[src/rtl/sram_mix_scheduler_if.sv]
// Signal bundle between the mix scheduler, the recorder write port, the external SRAM and the mix consumer.
// Write handshake: i_wr_req plus addr/data stay held until o_wr_ack; the ack cycle is the cycle the write is on the pins.
interface sram_mix_scheduler_if;
    logic        i_wr_req;
    logic [19:0] i_wr_addr;
    logic [15:0] i_wr_data;
    logic        o_wr_ack;
    logic [19:0] o_sram_addr;
    logic        o_sram_we_n;
    logic [15:0] o_sram_wdata;
    logic        o_sram_dq_oe;
    logic [15:0] i_sram_rdata;
    logic [15:0] o_mix_data;
    logic        o_mix_valid;

    modport master (
        input  i_wr_req, i_wr_addr, i_wr_data, i_sram_rdata,
        output o_wr_ack, o_sram_addr, o_sram_we_n, o_sram_wdata, o_sram_dq_oe,
        output o_mix_data, o_mix_valid
    );

    modport slave (
        output i_wr_req, i_wr_addr, i_wr_data, i_sram_rdata,
        input  o_wr_ack, o_sram_addr, o_sram_we_n, o_sram_wdata, o_sram_dq_oe,
        input  o_mix_data, o_mix_valid
    );
endinterface

[src/rtl/sram_mix_scheduler.sv]
// Per-LRCK-frame SRAM track reader and saturating mixer, with recorder writes slotted between frames.
module sram_mix_scheduler #(
    parameter int          NUM_TRACK    = 4,
    parameter logic [19:0] TRACK_BASE   = 20'h20000,
    parameter logic [19:0] TRACK_STRIDE = 20'h20000,
    parameter logic [19:0] TRACK_LEN    = 20'h20000
) (
    input  logic                 i_clk,
    input  logic                 i_rst_n,
    input  logic                 i_start,
    input  logic                 i_stop,
    input  logic                 i_loop,
    input  logic [NUM_TRACK-1:0] i_track_en,
    input  logic                 i_daclrck,
    sram_mix_scheduler_if.master bus,
    output logic [19:0]          o_offset,
    output logic                 o_busy,
    output logic                 o_done,
    output logic [2:0]           o_dbg_state
);
    localparam int CNT_W = $clog2(NUM_TRACK + 1);
    localparam logic [CNT_W-1:0] LAST_RD = CNT_W'(NUM_TRACK);

    typedef enum logic [2:0] {
        S_IDLE       = 3'd0,
        S_WAIT_FRAME = 3'd1,
        S_WRITE      = 3'd2,
        S_READ       = 3'd3,
        S_SAT        = 3'd4
    } state_t;

    state_t               state, nxt_state;
    logic                 sync1, sync2, sync3;
    logic                 frame_evt, frame_go, frame_pend, stop_pend;
    logic [CNT_W-1:0]     rd_cnt;
    logic                 last_rd, end_of_track, take;
    logic [NUM_TRACK-1:0] en_q;
    logic signed [17:0]   acc, term, sum;
    logic [15:0]          clamped, mix_data;
    logic                 mix_valid;
    logic [19:0]          rd_addr;

    // sync3 only delays the synchronized LRCK for rising-edge detection
    assign frame_evt    = sync2 & ~sync3;
    assign frame_go     = frame_evt | frame_pend;
    assign last_rd      = (rd_cnt == LAST_RD);
    assign end_of_track = (o_offset == TRACK_LEN - 20'd1);
    assign rd_addr      = TRACK_BASE + TRACK_STRIDE * 20'(rd_cnt) + o_offset;
    assign o_busy       = (state != S_IDLE);
    assign o_dbg_state  = state;
    assign bus.o_mix_data  = mix_data;
    assign bus.o_mix_valid = mix_valid;

    // Read cycle rd_cnt returns the sample addressed one cycle earlier, i.e. track rd_cnt-1
    always_comb begin
        take = 1'b0;
        for (int i = 0; i < NUM_TRACK; i++)
            if (rd_cnt == CNT_W'(i + 1)) take = en_q[i];
        term = take ? {{2{bus.i_sram_rdata[15]}}, bus.i_sram_rdata} : 18'sd0;
        sum  = acc + term;
        if (sum > 18'sd32767)       clamped = 16'h7FFF;
        else if (sum < -18'sd32768) clamped = 16'h8000;
        else                        clamped = sum[15:0];
    end

    always_comb begin
        nxt_state = state;
        case (state)
            S_IDLE:       if (i_start && !i_stop) nxt_state = S_WAIT_FRAME;
            S_WAIT_FRAME: begin
                if (i_stop)             nxt_state = S_IDLE;
                else if (frame_go)      nxt_state = S_READ;
                else if (bus.i_wr_req)  nxt_state = S_WRITE;
            end
            S_WRITE:      nxt_state = (stop_pend || i_stop) ? S_IDLE : S_WAIT_FRAME;
            S_READ:       if (last_rd) nxt_state = S_SAT;
            S_SAT: begin
                if (stop_pend || i_stop || (end_of_track && !i_loop)) nxt_state = S_IDLE;
                else                                                  nxt_state = S_WAIT_FRAME;
            end
            default:      nxt_state = S_IDLE;
        endcase
    end

    always_comb begin
        bus.o_sram_addr  = 20'h0;
        bus.o_sram_we_n  = 1'b1;
        bus.o_sram_wdata = 16'h0;
        bus.o_sram_dq_oe = 1'b0;
        bus.o_wr_ack     = 1'b0;
        if (state == S_READ && !last_rd) begin
            bus.o_sram_addr = rd_addr;
        end else if (state == S_WRITE) begin
            bus.o_sram_addr  = bus.i_wr_addr;
            bus.o_sram_wdata = bus.i_wr_data;
            bus.o_sram_we_n  = 1'b0;
            bus.o_sram_dq_oe = 1'b1;
            bus.o_wr_ack     = 1'b1;
        end
    end

    always_ff @(posedge i_clk or negedge i_rst_n) begin
        if (!i_rst_n) begin
            state      <= S_IDLE;
            sync1      <= 1'b0;
            sync2      <= 1'b0;
            sync3      <= 1'b0;
            frame_pend <= 1'b0;
            stop_pend  <= 1'b0;
            rd_cnt     <= '0;
            en_q       <= '0;
            acc        <= 18'sd0;
            mix_data   <= 16'h0;
            mix_valid  <= 1'b0;
            o_done     <= 1'b0;
            o_offset   <= 20'h0;
        end else begin
            state     <= nxt_state;
            sync1     <= i_daclrck;
            sync2     <= sync1;
            sync3     <= sync2;
            mix_valid <= 1'b0;
            o_done    <= 1'b0;

            // One event may wait while the bus is busy; later ones are dropped
            if (nxt_state == S_IDLE || state == S_IDLE || state == S_WAIT_FRAME) frame_pend <= 1'b0;
            else if (frame_evt)                                                  frame_pend <= 1'b1;

            if (nxt_state == S_IDLE)                        stop_pend <= 1'b0;
            else if (state != S_WAIT_FRAME && i_stop)       stop_pend <= 1'b1;

            if (state == S_WAIT_FRAME && frame_go) en_q <= i_track_en;

            rd_cnt <= (state == S_READ) ? rd_cnt + 1'b1 : '0;
            acc    <= (state == S_READ) ? sum : 18'sd0;

            if (state == S_READ && last_rd) begin
                mix_data  <= clamped;
                mix_valid <= 1'b1;
                o_done    <= end_of_track;
            end

            if (nxt_state == S_IDLE) o_offset <= 20'h0;
            else if (state == S_SAT) o_offset <= end_of_track ? 20'h0 : o_offset + 20'd1;
        end
    end
endmodule

[src/flat_wrapper.sv]
// flat-port wrapper written by rule: the top's interface ports become plain ports
module sram_mix_scheduler_flat 
#(
    parameter int          NUM_TRACK    = 4,
    parameter logic [19:0] TRACK_BASE   = 20'h20000,
    parameter logic [19:0] TRACK_STRIDE = 20'h20000,
    parameter logic [19:0] TRACK_LEN    = 20'h20000
)
  (i_clk, i_rst_n, i_start, i_stop, i_loop, i_track_en, i_daclrck, o_offset, o_busy, o_done, o_dbg_state, bus_i_wr_req, bus_i_wr_addr, bus_i_wr_data, bus_i_sram_rdata, bus_o_wr_ack, bus_o_sram_addr, bus_o_sram_we_n, bus_o_sram_wdata, bus_o_sram_dq_oe, bus_o_mix_data, bus_o_mix_valid);
  sram_mix_scheduler_if bus_i ();
  input  logic i_clk;
  input  logic i_rst_n;
  input  logic i_start;
  input  logic i_stop;
  input  logic i_loop;
  input  logic [NUM_TRACK-1:0] i_track_en;
  input  logic i_daclrck;
  output logic [19:0] o_offset;
  output logic o_busy;
  output logic o_done;
  output logic [2:0] o_dbg_state;
  input wire logic [$bits(bus_i.i_wr_req)-1:0] bus_i_wr_req;
  input wire logic [$bits(bus_i.i_wr_addr)-1:0] bus_i_wr_addr;
  input wire logic [$bits(bus_i.i_wr_data)-1:0] bus_i_wr_data;
  input wire logic [$bits(bus_i.i_sram_rdata)-1:0] bus_i_sram_rdata;
  output wire logic [$bits(bus_i.o_wr_ack)-1:0] bus_o_wr_ack;
  output wire logic [$bits(bus_i.o_sram_addr)-1:0] bus_o_sram_addr;
  output wire logic [$bits(bus_i.o_sram_we_n)-1:0] bus_o_sram_we_n;
  output wire logic [$bits(bus_i.o_sram_wdata)-1:0] bus_o_sram_wdata;
  output wire logic [$bits(bus_i.o_sram_dq_oe)-1:0] bus_o_sram_dq_oe;
  output wire logic [$bits(bus_i.o_mix_data)-1:0] bus_o_mix_data;
  output wire logic [$bits(bus_i.o_mix_valid)-1:0] bus_o_mix_valid;
  assign bus_i.i_wr_req = bus_i_wr_req;
  assign bus_i.i_wr_addr = bus_i_wr_addr;
  assign bus_i.i_wr_data = bus_i_wr_data;
  assign bus_i.i_sram_rdata = bus_i_sram_rdata;
  assign bus_o_wr_ack = bus_i.o_wr_ack;
  assign bus_o_sram_addr = bus_i.o_sram_addr;
  assign bus_o_sram_we_n = bus_i.o_sram_we_n;
  assign bus_o_sram_wdata = bus_i.o_sram_wdata;
  assign bus_o_sram_dq_oe = bus_i.o_sram_dq_oe;
  assign bus_o_mix_data = bus_i.o_mix_data;
  assign bus_o_mix_valid = bus_i.o_mix_valid;
  sram_mix_scheduler #(.NUM_TRACK(NUM_TRACK), .TRACK_BASE(TRACK_BASE), .TRACK_STRIDE(TRACK_STRIDE), .TRACK_LEN(TRACK_LEN)) u_core (.i_clk(i_clk), .i_rst_n(i_rst_n), .i_start(i_start), .i_stop(i_stop), .i_loop(i_loop), .i_track_en(i_track_en), .i_daclrck(i_daclrck), .bus(bus_i), .o_offset(o_offset), .o_busy(o_busy), .o_done(o_done), .o_dbg_state(o_dbg_state));
endmodule
[config.mk]
export PLATFORM = sky130hd
export DESIGN_NAME = sram_mix_scheduler_flat
export DESIGN_NICKNAME = d
export VERILOG_FILES = /design/src/rtl/sram_mix_scheduler_if.sv /design/src/rtl/sram_mix_scheduler.sv /design/src/flat_wrapper.sv
export SDC_FILE = /design/constraint.sdc
export NUM_CORES = 1
export LEC_CHECK = 0
export ABC_AREA = 1
export CAP_MARGIN = 15
export CORE_UTILIZATION = 50
export CTS_BUF_LIST = sky130_fd_sc_hd__clkbuf_4
export DETAILED_ROUTE_END_ITERATION = 8
export GPL_TIMING_DRIVEN = 0
export PLACE_DENSITY = 0.84
export SLEW_MARGIN = 20
export SYNTH_ARGS = -nofsm -noshare
export SYNTH_HDL_FRONTEND = slang
export SYNTH_SLANG_ARGS = --single-unit
[constraint.sdc]
create_clock -name i_clk -period 4.15 [get_ports i_clk]
set_input_delay 1.245 -clock i_clk [delete_from_list [all_inputs] [get_ports i_clk]]
set_output_delay 1.245 -clock i_clk [all_outputs]
set_load 0.1 [all_outputs]
==> flow_summary.html, run 1 <==
<table>
<tr><th>Metric</th><th>Value</th></tr>
<tr><th colspan="2">Run status</th></tr>
<tr><td>Outcome</td><td>complete, no violations</td></tr>
<tr><th colspan="2">Routing</th></tr>
<tr><td>Wire length after detailed routing</td><td>approximately 14000 um</td></tr>
<tr><td>Vias</td><td>5065</td></tr>
<tr><td>Routed length per placed instance</td><td>14.1 um</td></tr>
<tr><td>Total iterations of the first detailed-routing run</td><td>5</td></tr>
<tr><td>Post-detailed-route count of antenna-violating nets</td><td>0</td></tr>
<tr><td>Per-cell via count in the routed design</td><td>~5.0</td></tr>
<tr><td>First-iteration detailed-routing DRC count</td><td>around 250</td></tr>
<tr><td>Number of design rule violations left after detail routing</td><td>0</td></tr>
<tr><th colspan="2">Clocking</th></tr>
<tr><td>Depth of the CTS H-tree</td><td>3</td></tr>
<tr><td>Reg clk slew, reported paths</td><td>110 ps</td></tr>
<tr><td>Clock root cell</td><td>clkbuf_4</td></tr>
<tr><td>Clock sink total</td><td>71</td></tr>
<tr><td>Maximum buffer depth of the clock tree</td><td>2</td></tr>
<tr><td>Cts hold-fix bufs</td><td>0</td></tr>
<tr><td>Source-to-sink clock delay at the later pin of the worst-skew pair</td><td>430 ps</td></tr>
<tr><td>Clock buffers created by TritonCTS</td><td>9</td></tr>
<tr><td>Clock tree from TritonCTS</td><td>yes</td></tr>
<tr><th colspan="2">Cells and area</th></tr>
<tr><td>Most frequent cells in the layout</td><td>nand2_1 (184), inv_1 (135), clkdlybuf4s50_1 (104), nor2_1 (81), dfrtp_1 (70)</td></tr>
<tr><td>Syn-to-layout area delta</td><td>35.6%</td></tr>
<tr><td>Antenna fix cells</td><td>0</td></tr>
<tr><td>Reg area</td><td>1780 um2</td></tr>
<tr><td>Leading cell type in the layout, fill and taps excluded</td><td>nand2_1</td></tr>
<tr><td>Final-layout fill cell count</td><td>between 800 and 900</td></tr>
<tr><td>Final #Nets</td><td>between 900 and 1000</td></tr>
<tr><td>Share of cells above drive strength 1</td><td>10.2%</td></tr>
<tr><td>Multi-input combinational cell area</td><td>2550 um2</td></tr>
<tr><td>Cell Count, Final, Fillers Out</td><td>1003</td></tr>
<tr><th colspan="2">Placement</th></tr>
<tr><td>Placed wire-length estimate</td><td>between 10000 and 15000 um</td></tr>
<tr><td>Global placement routability congestion</td><td>0.945</td></tr>
<tr><td>Placed cell count</td><td>approximately 990</td></tr>
<tr><td>Port Buffer Count</td><td>143</td></tr>
<tr><th colspan="2">Floorplan</th></tr>
<tr><td>Die area</td><td>10300 um2</td></tr>
<tr><td>Chip Width</td><td>101 um</td></tr>
<tr><td>Die Ht</td><td>just over 100 um</td></tr>
<tr><td>Standard-cell rows</td><td>35</td></tr>
<tr><td>Starting utilization of the core area</td><td>between 50% and 60%</td></tr>
<tr><td>Placeable Area</td><td>about 9400 um2</td></tr>
<tr><td>IO Pins</td><td>approximately 140</td></tr>
<tr><th colspan="2">STA</th></tr>
<tr><td>Final Slew Violations</td><td>0</td></tr>
<tr><td>Final Hold Viols</td><td>0</td></tr>
<tr><td>Fmax achieved</td><td>249 MHz</td></tr>
<tr><td>Worst-margin pin slew</td><td>~1000 ps</td></tr>
<tr><td>Shortest clock period the worst path allows after layout</td><td>slightly above 4000 ps</td></tr>
<tr><td>Sum of negative setup slack</td><td>0 ps</td></tr>
<tr><td>Max Clock Skew</td><td>roughly 21 ps</td></tr>
<tr><td>Portion of the clock cycle consumed by the worst path in the final layout</td><td>between 90% and 100%</td></tr>
<tr><td>Number of endpoints failing setup at the final stage</td><td>0</td></tr>
<tr><td>RSZ-0062 raised after global routing</td><td>false</td></tr>
<tr><td>Slew margin rel.</td><td>between 30% and 40%</td></tr>
<tr><th colspan="2">Synthesis</th></tr>
<tr><td>Total of flip-flops plus latches after synthesis</td><td>71</td></tr>
<tr><td>Total number of yosys warnings</td><td>0</td></tr>
<tr><td>EDFF count, synth</td><td>0</td></tr>
<tr><td>Cell variety after synth</td><td>38</td></tr>
<tr><td>Avg Synthesized Cell Area</td><td>just under 7 um2</td></tr>
<tr><td>Area of the mapped netlist</td><td>around 4900 um2</td></tr>
<tr><td>Synthesized netlist net count</td><td>803</td></tr>
<tr><td>Prevailing post-synth register cell</td><td>dfrtp_1</td></tr>
<tr><td>Fraction of the yosys area taken by sequential cells</td><td>roughly 36%</td></tr>
<tr><td>Gate Count Post-Synth</td><td>713</td></tr>
<tr><td>Share of flip-flops with an asynchronous set or reset</td><td>100%</td></tr>
<tr><th colspan="2">Critical path</th></tr>
<tr><td>Worst Path Buf+Inv</td><td>3</td></tr>
<tr><td>Depth of the most critical reg-to-reg path</td><td>23</td></tr>
<tr><td>Critical Path Sink Type</td><td>output pin</td></tr>
<tr><td>Critical path depth</td><td>4</td></tr>
<tr><td>Worst path max stage delay</td><td>1030 ps</td></tr>
<tr><td>Critical-path cell with the highest stage delay</td><td>clkdlybuf4s50_1</td></tr>
<tr><td>Data required time at the worst endpoint</td><td>2900 ps</td></tr>
<tr><td>Startpoint of the lowest-slack register-to-register path</td><td>u_core.rd_cnt[1]$_DFF_PN0_</td></tr>
<tr><td>Classification of the worst setup path</td><td>reg -&gt; out</td></tr>
<tr><td>Worst-path fanout max</td><td>10</td></tr>
<tr><td>R2R Setup Slk</td><td>about 320 ps</td></tr>
<tr><td>Cell Chain, Critical Path</td><td>nor3_2 -&gt; inv_2 -&gt; clkbuf_2 -&gt; clkdlybuf4s50_1</td></tr>
<tr><td>Top cell family by delay on the critical path</td><td>buffers and inverters</td></tr>
<tr><td>Reg-to-reg critical path endpoint</td><td>u_core.bus.o_mix_data[9]$_DFFE_PN0P_</td></tr>
<tr><td>Kind of start point of the critical path</td><td>register</td></tr>
<tr><td>Crit path arrival time</td><td>between 2000 and 3000 ps</td></tr>
<tr><th colspan="2">Power and ir drop</th></tr>
<tr><td>Ratio of total power to cell area</td><td>around 470 nW/um2</td></tr>
<tr><td>Lkg Pwr</td><td>3.66 nW</td></tr>
<tr><td>IR Drop Worst-Case VDD</td><td>approximately 0.00063 V</td></tr>
<tr><th colspan="2">Global route</th></tr>
<tr><td>Overall overflow remaining after global route</td><td>0</td></tr>
<tr><td>First-pass GRT wire length</td><td>about 23000 um</td></tr>
<tr><td>GRT Total Usage</td><td>28.2%</td></tr>
<tr><td>Antenna violations before repair</td><td>0</td></tr>
<tr><td>Vias in the first global route</td><td>around 4800</td></tr>
<tr><td>Maximum number of pins on one net before global-route repair</td><td>42</td></tr>
<tr><th colspan="2">Hold path</th></tr>
<tr><td>Hold endpoint</td><td>u_core.sync2$_DFF_PN0_</td></tr>
<tr><td>Class of the worst hold path</td><td>reg -&gt; reg</td></tr>
<tr><td>Start point of the worst min-delay path</td><td>u_core.sync1$_DFF_PN0_</td></tr>
<tr><td>Instance count along the most critical hold path</td><td>0</td></tr>
<tr><th colspan="2">Job</th></tr>
<tr><td>Max-cap violations</td><td>0</td></tr>
</table>
-- how the worst max path moves through the flow --
stage,from,to,slack [ps]
2_1_floorplan,u_core.o_dbg_state[0]$_DFF_PN0_,bus_o_sram_addr[10],-380
3_3_place_gp,i_rst_n,u_core.o_dbg_state[1]$_DFF_PN0_,-860
3_5_place_dp,bus_i_wr_addr[2],bus_o_sram_addr[2],-190
4_1_cts,u_core.o_dbg_state[2]$_DFF_PN0_,bus_o_wr_ack,1
5_1_grt,u_core.o_dbg_state[0]$_DFF_PN0_,bus_o_sram_addr[9],0.7
6_report,u_core.o_dbg_state[2]$_DFF_PN0_,bus_o_sram_we_n,130
-- report_power, final --
group,internal (mW),switching [mW],leakage [nW]
clock network,0.239,0.265,0.0770
registers,0.803,0.0706,0.930
logic,0.387,1.35,2.66
-- registers in the layout, summed over array words and instances (netlist names) --
name	count
u_core.acc	18
u_core.bus.o_mix_data	16
u_core.bus.o_mix_valid	1
u_core.en_q	4
u_core.frame_pend	1
u_core.o_dbg_state	3
u_core.o_done	1
u_core.o_offset	20
u_core.rd_cnt	3
u_core.stop_pend	1
u_core.sync1	1
u_core.sync2	1
u_core.sync3	1
-- synth_stat cells (all sizes together), types with 2 or more instances --
| cell type | count | area, um2 |
|---|---|---|
| o21bai | 3 | 22.5 |
| nor2 | 97 | 405 |
| or2 | 2 | 12.5 |
| nand4 | 10 | 62.6 |
| nand3 | 34 | 170 |
| inv | 144 | 541 |
| mux2 | 3 | 33.8 |
| o21ai | 29 | 149 |
| clkbuf | 8 | 30.0 |
| a32o | 2 | 20.0 |
| xor2 | 21 | 184 |
| nor3 | 13 | 92.6 |
| nand2 | 192 | 736 |
| and2 | 2 | 12.5 |
| buf | 8 | 70.1 |
| a21oi | 34 | 170 |
| nand3b | 4 | 30.0 |
| ha | 26 | 325 |
| dfrtp | 71 | 1780 |
| xnor2 | 2 | 17.5 |
| a22o | 2 | 17.5 |
-- repair_timing --
item | 4_1_cts | 5_1_grt
endpoints found under the setup margin | 36 | 31
setup buffers | 0 | 1
resized for setup | 56 | 32
pin swaps | 0 | 1
-- through the flow --
stage	instance area (um2)	hold WS, ps	power (mW)	worst slack (ps)	util, %
final	6690	370	3.12	128	71.1
after global routing	6690	391	3.24	0.672	71.1
after CTS	6710	376	3.13	1.24	71.2
after detailed placement	6570	354	2.66	-191	69.8
after global placement	6550	335	2.63	-863	69.6
after floorplan	4960	331	2.21	-375	-
-- cell families after synthesis --
logic type	count (synthesis)	share of synthesized area, %
and+or+nand+nor	356	31.1
adders and majority gates	27	7.00
AOI/OAI and AO/OA	73	8.16
buffers and inverters	160	13.0
DFF	71	36.0
xor gates and xnor gates	23	4.08
muxes	3	0.685
-- cell type report --
cell class | instances | area share [%]
Multi-Input combinational cell | 482 | 38.1
Tap cell | 129 | 2.41
Sequential cell | 71 | 26.6
Clock buffer | 9 | 1.01
Timing Repair Buffer | 145 | 20.9
Clock inverter | 7 | 1.31
Inverter | 144 | 8.08
Buffer | 16 | 1.59
-- per-layer routing --
metal / track usage [%] / wire, um / up-vias
met2: 48.2 / 6890 / 201
met4: 8.36 / 243 / 0
li1: - / - / 2503
met3: 5.38 / 1060 / 27
met1: 36.4 / 5990 / 2334
met5: 0 / 0 / -
(Power assumes the default switching activity.)
==> inputs of run 2 (changes only) <==
CAP_MARGIN = default   (was 15)
DONT_BUFFER_PORTS = 1   (was default)
PLACE_DENSITY = 0.65   (was 0.84)
==> flow_summary.html, run 2 (synthesized netlist as in run 1, its figures left out) <==
<table>
<tr><th>Metric</th><th>Value</th></tr>
<tr><th colspan="2">Run status</th></tr>
<tr><td>Outcome</td><td>complete, no violations</td></tr>
<tr><th colspan="2">Critical path</th></tr>
<tr><td>Crit path arrival time</td><td>2820 ps (+40 ps)</td></tr>
<tr><td>Critical Path Sink Type</td><td>output pin</td></tr>
<tr><td>Kind of start point of the critical path</td><td>register</td></tr>
<tr><td>Classification of the worst setup path</td><td>reg -&gt; out</td></tr>
<tr><td>Worst-path fanout max</td><td>11 (+1)</td></tr>
<tr><td>Data required time at the worst endpoint</td><td>2900 ps (about the same)</td></tr>
<tr><th colspan="2">Clocking</th></tr>
<tr><td>Maximum buffer depth of the clock tree</td><td>2 (unchanged)</td></tr>
<tr><td>Reg clk slew, reported paths</td><td>130 ps (+20 ps)</td></tr>
<tr><td>Clock sink total</td><td>71 (unchanged)</td></tr>
<tr><td>Source-to-sink clock delay at the later pin of the worst-skew pair</td><td>430 ps (about the same)</td></tr>
<tr><td>Clock tree from TritonCTS</td><td>yes</td></tr>
<tr><td>Clock root cell</td><td>clkbuf_4</td></tr>
<tr><td>Depth of the CTS H-tree</td><td>3 (unchanged)</td></tr>
<tr><td>Clock buffers created by TritonCTS</td><td>9 (unchanged)</td></tr>
<tr><td>Cts hold-fix bufs</td><td>0 (unchanged)</td></tr>
<tr><th colspan="2">Placement</th></tr>
<tr><td>Placed cell count</td><td>842 (-15%)</td></tr>
<tr><td>Port Buffer Count</td><td>0 (-100%)</td></tr>
<tr><td>Post-DP Area</td><td>5200 um2 (-21%)</td></tr>
<tr><td>Placed wire-length estimate</td><td>9380 um (-16%)</td></tr>
<tr><td>Global placement routability congestion</td><td>0.887 (-6.1%)</td></tr>
<tr><th colspan="2">Floorplan</th></tr>
<tr><td>Die area</td><td>10300 um2 (unchanged)</td></tr>
<tr><td>Placeable Area</td><td>9420 um2 (unchanged)</td></tr>
<tr><td>Chip Width</td><td>101 um (unchanged)</td></tr>
<tr><td>IO Pins</td><td>144 (unchanged)</td></tr>
<tr><td>Standard-cell rows</td><td>35 (unchanged)</td></tr>
<tr><td>Die Ht</td><td>101 um (unchanged)</td></tr>
<tr><td>Starting utilization of the core area</td><td>52.4% (unchanged)</td></tr>
<tr><th colspan="2">Job</th></tr>
<tr><td>Max-cap violations</td><td>0 (unchanged)</td></tr>
<tr><th colspan="2">STA</th></tr>
<tr><td>Worst-margin pin slew</td><td>1130 ps (+89.9 ps)</td></tr>
<tr><td>Portion of the clock cycle consumed by the worst path in the final layout</td><td>97.9% (+1.0 points)</td></tr>
<tr><td>Number of endpoints failing setup at the final stage</td><td>0 (unchanged)</td></tr>
<tr><td>Final Hold Viols</td><td>0 (unchanged)</td></tr>
<tr><td>Final Slew Violations</td><td>0 (unchanged)</td></tr>
<tr><td>Slew margin rel.</td><td>24.9% (-5.8 points)</td></tr>
<tr><td>RSZ-0062 raised after global routing</td><td>false</td></tr>
<tr><td>Shortest clock period the worst path allows after layout</td><td>4060 ps (+42.6 ps)</td></tr>
<tr><td>Max Clock Skew</td><td>18.0 ps (-3.13 ps)</td></tr>
<tr><td>Worst hold slack</td><td>362 ps (-7.63 ps)</td></tr>
<tr><td>Fmax achieved</td><td>246 MHz (-1.0%)</td></tr>
<tr><th colspan="2">Global route</th></tr>
<tr><td>Overall overflow remaining after global route</td><td>0 (unchanged)</td></tr>
<tr><td>First-pass GRT wire length</td><td>20400 um (-9.6%)</td></tr>
<tr><td>Maximum number of pins on one net before global-route repair</td><td>72 (+71%)</td></tr>
<tr><td>Vias in the first global route</td><td>4292 (-11%)</td></tr>
<tr><td>GRT Total Usage</td><td>25.6% (-2.6 points)</td></tr>
<tr><td>Antenna violations before repair</td><td>0 (unchanged)</td></tr>
<tr><th colspan="2">Cells and area</th></tr>
<tr><td>Max reg flops</td><td>20 (unchanged)</td></tr>
<tr><td>Most frequent cells in the layout</td><td>nand2_1 (185), inv_1 (135), nor2_1 (74), dfrtp_1 (66)</td></tr>
<tr><td>Antenna fix cells</td><td>0 (unchanged)</td></tr>
<tr><td>Final-layout fill cell count</td><td>908 (+11%)</td></tr>
<tr><td>Fin area</td><td>5500 um2 (-18%)</td></tr>
<tr><td>Share of cells above drive strength 1</td><td>13.3% (+3.1 points)</td></tr>
<tr><td>Biggest register</td><td>u_core.o_offset</td></tr>
<tr><td>Cell Count, Final, Fillers Out</td><td>859 (-14%)</td></tr>
<tr><td>Leading cell type in the layout, fill and taps excluded</td><td>nand2_1</td></tr>
<tr><td>Syn-to-layout area delta</td><td>11.4%</td></tr>
<tr><td>Final #Nets</td><td>815 (-15%)</td></tr>
<tr><th colspan="2">Routing</th></tr>
<tr><td>Total iterations of the first detailed-routing run</td><td>4 (-1)</td></tr>
<tr><td>Vias</td><td>4393 (-13%)</td></tr>
<tr><td>Routed length per placed instance</td><td>14.7 um (+4.1%)</td></tr>
<tr><td>Wire length after detailed routing</td><td>12700 um (-11%)</td></tr>
<tr><td>Number of design rule violations left after detail routing</td><td>0 (unchanged)</td></tr>
<tr><td>Per-cell via count in the routed design</td><td>5.11 (+1.3%)</td></tr>
<tr><td>Post-detailed-route count of antenna-violating nets</td><td>0 (unchanged)</td></tr>
<tr><td>First-iteration detailed-routing DRC count</td><td>182 (-27%)</td></tr>
<tr><th colspan="2">Hold path</th></tr>
<tr><td>Class of the worst hold path</td><td>reg -&gt; reg</td></tr>
<tr><th colspan="2">Power and ir drop</th></tr>
<tr><td>IR Drop Worst-Case VDD</td><td>0.000398 V (-37%)</td></tr>
<tr><td>Ratio of total power to cell area</td><td>505 nW/um2 (+8.3%)</td></tr>
<tr><td>Lkg Pwr</td><td>3.05 nW (-17%)</td></tr>
</table>
==> run 2: cell types whose count changed in the layout (fill, tap and decap cells not counted), moves of 9 or more <==
cell,before,now
o21ai_1,16,0
nor2_4,2,11
clkbuf_2,10,1
clkdlybuf4s50_1,104,0
o21ai_4,0,11
dlygate4sd2_1,17,0
==> run 2: layer usage <==
layer	share of wire, %	vias up	track usage (%)
li1	-	2210	-
met1	47	2019	35.4
met2	45	140	39.4
met3	6.3	24	5.73
met4	1.7	0	9.14
met5	0	-	0
==> run 2: per-stage QoR <==
step | power [mW] | setup WS [ps] | setup TNS (ps) | util, %
floorplan | 2.21 | -375 | -4870 | -
global placement | 2.29 | -800 | -11670 | 54.4
detailed placement | 2.32 | -435 | -5630 | 55.2
CTS | 2.79 | 19.7 | 0 | 58.2
global route | 2.89 | 5.43 | 0 | 58.4
finish | 2.77 | 85.7 | 0 | 58.4
==> run 2: power breakdown <==
part	internal, mW	switching [mW]	leakage, nW
Combinational	0.160	0.667	2.05
Clock	0.179	0.253	0.0724
Sequential	0.793	0.723	0.923
==> run 2: worst max-delay path, stage by stage, from the launching register on <==
cell,delay [ps]
dfrtp_4,670
inv_2,110
nor3_2,320
clkbuf_2,690
nand2_1,230
o21ai_4,340
==> run 2: cell type report <==
type / instances / area, um2 / share of cell area, %
multi-input cells: 482 / 2760 / 50.1
plain buffers: 16 / 113 / 2.05
inverters: 144 / 541 / 9.83
repair buffers: 1 / 7.51 / 0.137
flip-flops and latches: 71 / 1790 / 32.5
well taps: 129 / 161 / 2.94
clock buffers: 9 / 67.6 / 1.23
clock inverters: 7 / 63.8 / 1.16
==> run 2: worst paths after layout <==
check                                           startpoint                                     to  slack, ps  depth (start not counted)
hold reg to reg                     u_core.sync1$_DFF_PN0_                 u_core.sync2$_DFF_PN0_        360                          0
max in group asynchronous                          i_rst_n        u_core.o_offset[18]$_DFFE_PN0P_       3520                          0
setup reg to reg                u_core.rd_cnt[1]$_DFF_PN0_  u_core.bus.o_mix_data[12]$_DFFE_PN0P_        370                         23
setup / recovery           u_core.o_dbg_state[1]$_DFF_PN0_                     bus_o_sram_addr[8]         90                          5
min in group asynchronous                          i_rst_n             u_core.rd_cnt[1]$_DFF_PN0_        490                          0
hold / removal                      u_core.sync1$_DFF_PN0_                 u_core.sync2$_DFF_PN0_        360                          0
==> run 2: repair_timing <==
| action | 4_1_cts | 5_1_grt |
|---|---|---|
| gates resized for setup | 29 | 11 |
| endpoints found under the setup margin | 30 | 21 |
| buffers inserted | 1 | 0 |
| pin swaps | 4 | 3 |
| endpoints found under the hold margin | 0 | 0 |
| cloned | 0 | 0 |
==> RTL edit: new RTL, settings of run 1 <==
`NUM_TRACK` is set to 4 in 2 places; all go to 2.
--- a/src/rtl/sram_mix_scheduler.sv
+++ b/src/rtl/sram_mix_scheduler.sv
@@ -2,3 +2,3 @@
 module sram_mix_scheduler #(
-    parameter int          NUM_TRACK    = 4,
+    parameter int          NUM_TRACK    = 2,
     parameter logic [19:0] TRACK_BASE   = 20'h20000,
--- a/src/flat_wrapper.sv
+++ b/src/flat_wrapper.sv
@@ -3,3 +3,3 @@
 #(
-    parameter int          NUM_TRACK    = 4,
+    parameter int          NUM_TRACK    = 2,
     parameter logic [19:0] TRACK_BASE   = 20'h20000,
Interface: changed (resized i_track_en); port bits go from 144 to 142. The function was not compared with the original's and may differ.
==> RTL edit against run 1 <==
Worst setup slack got worse by 0.017 ns. Critical path type unchanged. Largest cell class unchanged. Synthesized area shrank 4.7%. Total power shrank 13%. Sequential cell count is 3 lower. Routed wire length fell by 8.7%. Synthesized cell count decreased by 4.8%. Cell area is 3.1% lower. Clock power rose by 5.6%. Critical path depth down 1.
==> RTL edit: results (changes against run 1) <==
status: finished, final reports clean
Plain + repair buffers: 156 (-3.1%)
TritonRoute pass-1 iters: 4 (-1)
dpl cell area: 6350 µm² (-3.3%)
number of DRC markers in iteration 0: 204 (-19%)
PortBufs: 141 (-1.4%)
global-route total usage across every layer: 28.2% (-0.058 points)
Core Area: 9150 µm² (-2.8%)
CP arrival: 2.79 ns (about the same)
Post-CTS Resized: 79 (+41%)
most common library cells after synthesis: 211 x nand2_1, 126 x inv_1, 78 x nor2_1, 68 x dfrtp_1, 29 x a21oi_1
Synth Area in Adders: 6.55% (-0.45 points)
Final Critical Period: 4.04 ns (+0.0169 ns)
Clock transition at path regs: 0.13 ns (+0.02 ns)
hpwl dp: 10.1 mm (-9.0%)
non-clk buf share: 23.0% (+0.50 points)
Placed Instances: 932 (-5.5%)
PwrDens: 418 nW/µm² (-10%)
clock skew: 0.0191 ns (-0.00205 ns)
global placement routability congestion: 0.932 (-1.4%)
xor/xnor share of the synthesized area: 2.98% (-1.1 points)
vias in the first global route: 4682 (-3.0%)
Setup crit end: bus_o_sram_dq_oe
critical-path maximum fanout: 11 (+1)
synthesized flop and latch total: 68 (-4.2%)
layout cells sized above 1: 12.1% (+1.9 points)
post-DR wirelength/cell: 13.7 µm (-3.4%)
-- RTL edit: changes by cell type after synthesis, sizes merged, moves of 3 or more --
cell,before,now
ha,26,23
dfrtp,71,68
nand2,192,214
a22o,2,6
inv,144,132
a31oi,0,4
nand3,34,25
nand4,10,0
a21oi,34,29
xor2,21,13
nor2,97,86
or2,2,7
o21ai,29,20
-- RTL edit: critical path: stages (launching register included) --
cell and delay (ns):
dfrtp_1 0.49, nor3_2 0.34, clkbuf_2 0.34, clkdlybuf4s50_1 1.19
-- RTL edit: metal layers --
layer,vias up,share of wire [%]
met5,-,0
met3,20,5.5
met1,2174,43
met2,155,50
li1,2378,-
met4,0,1.9
-- RTL edit: power by group --
group / switching (mW) / leakage, nW / internal [mW] / total [mW]
logic: 1.07 / 2.53 / 0.316 / 1.38
registers: 0.0482 / 0.890 / 0.748 / 0.796
clock network: 0.283 / 0.0905 / 0.248 / 0.532
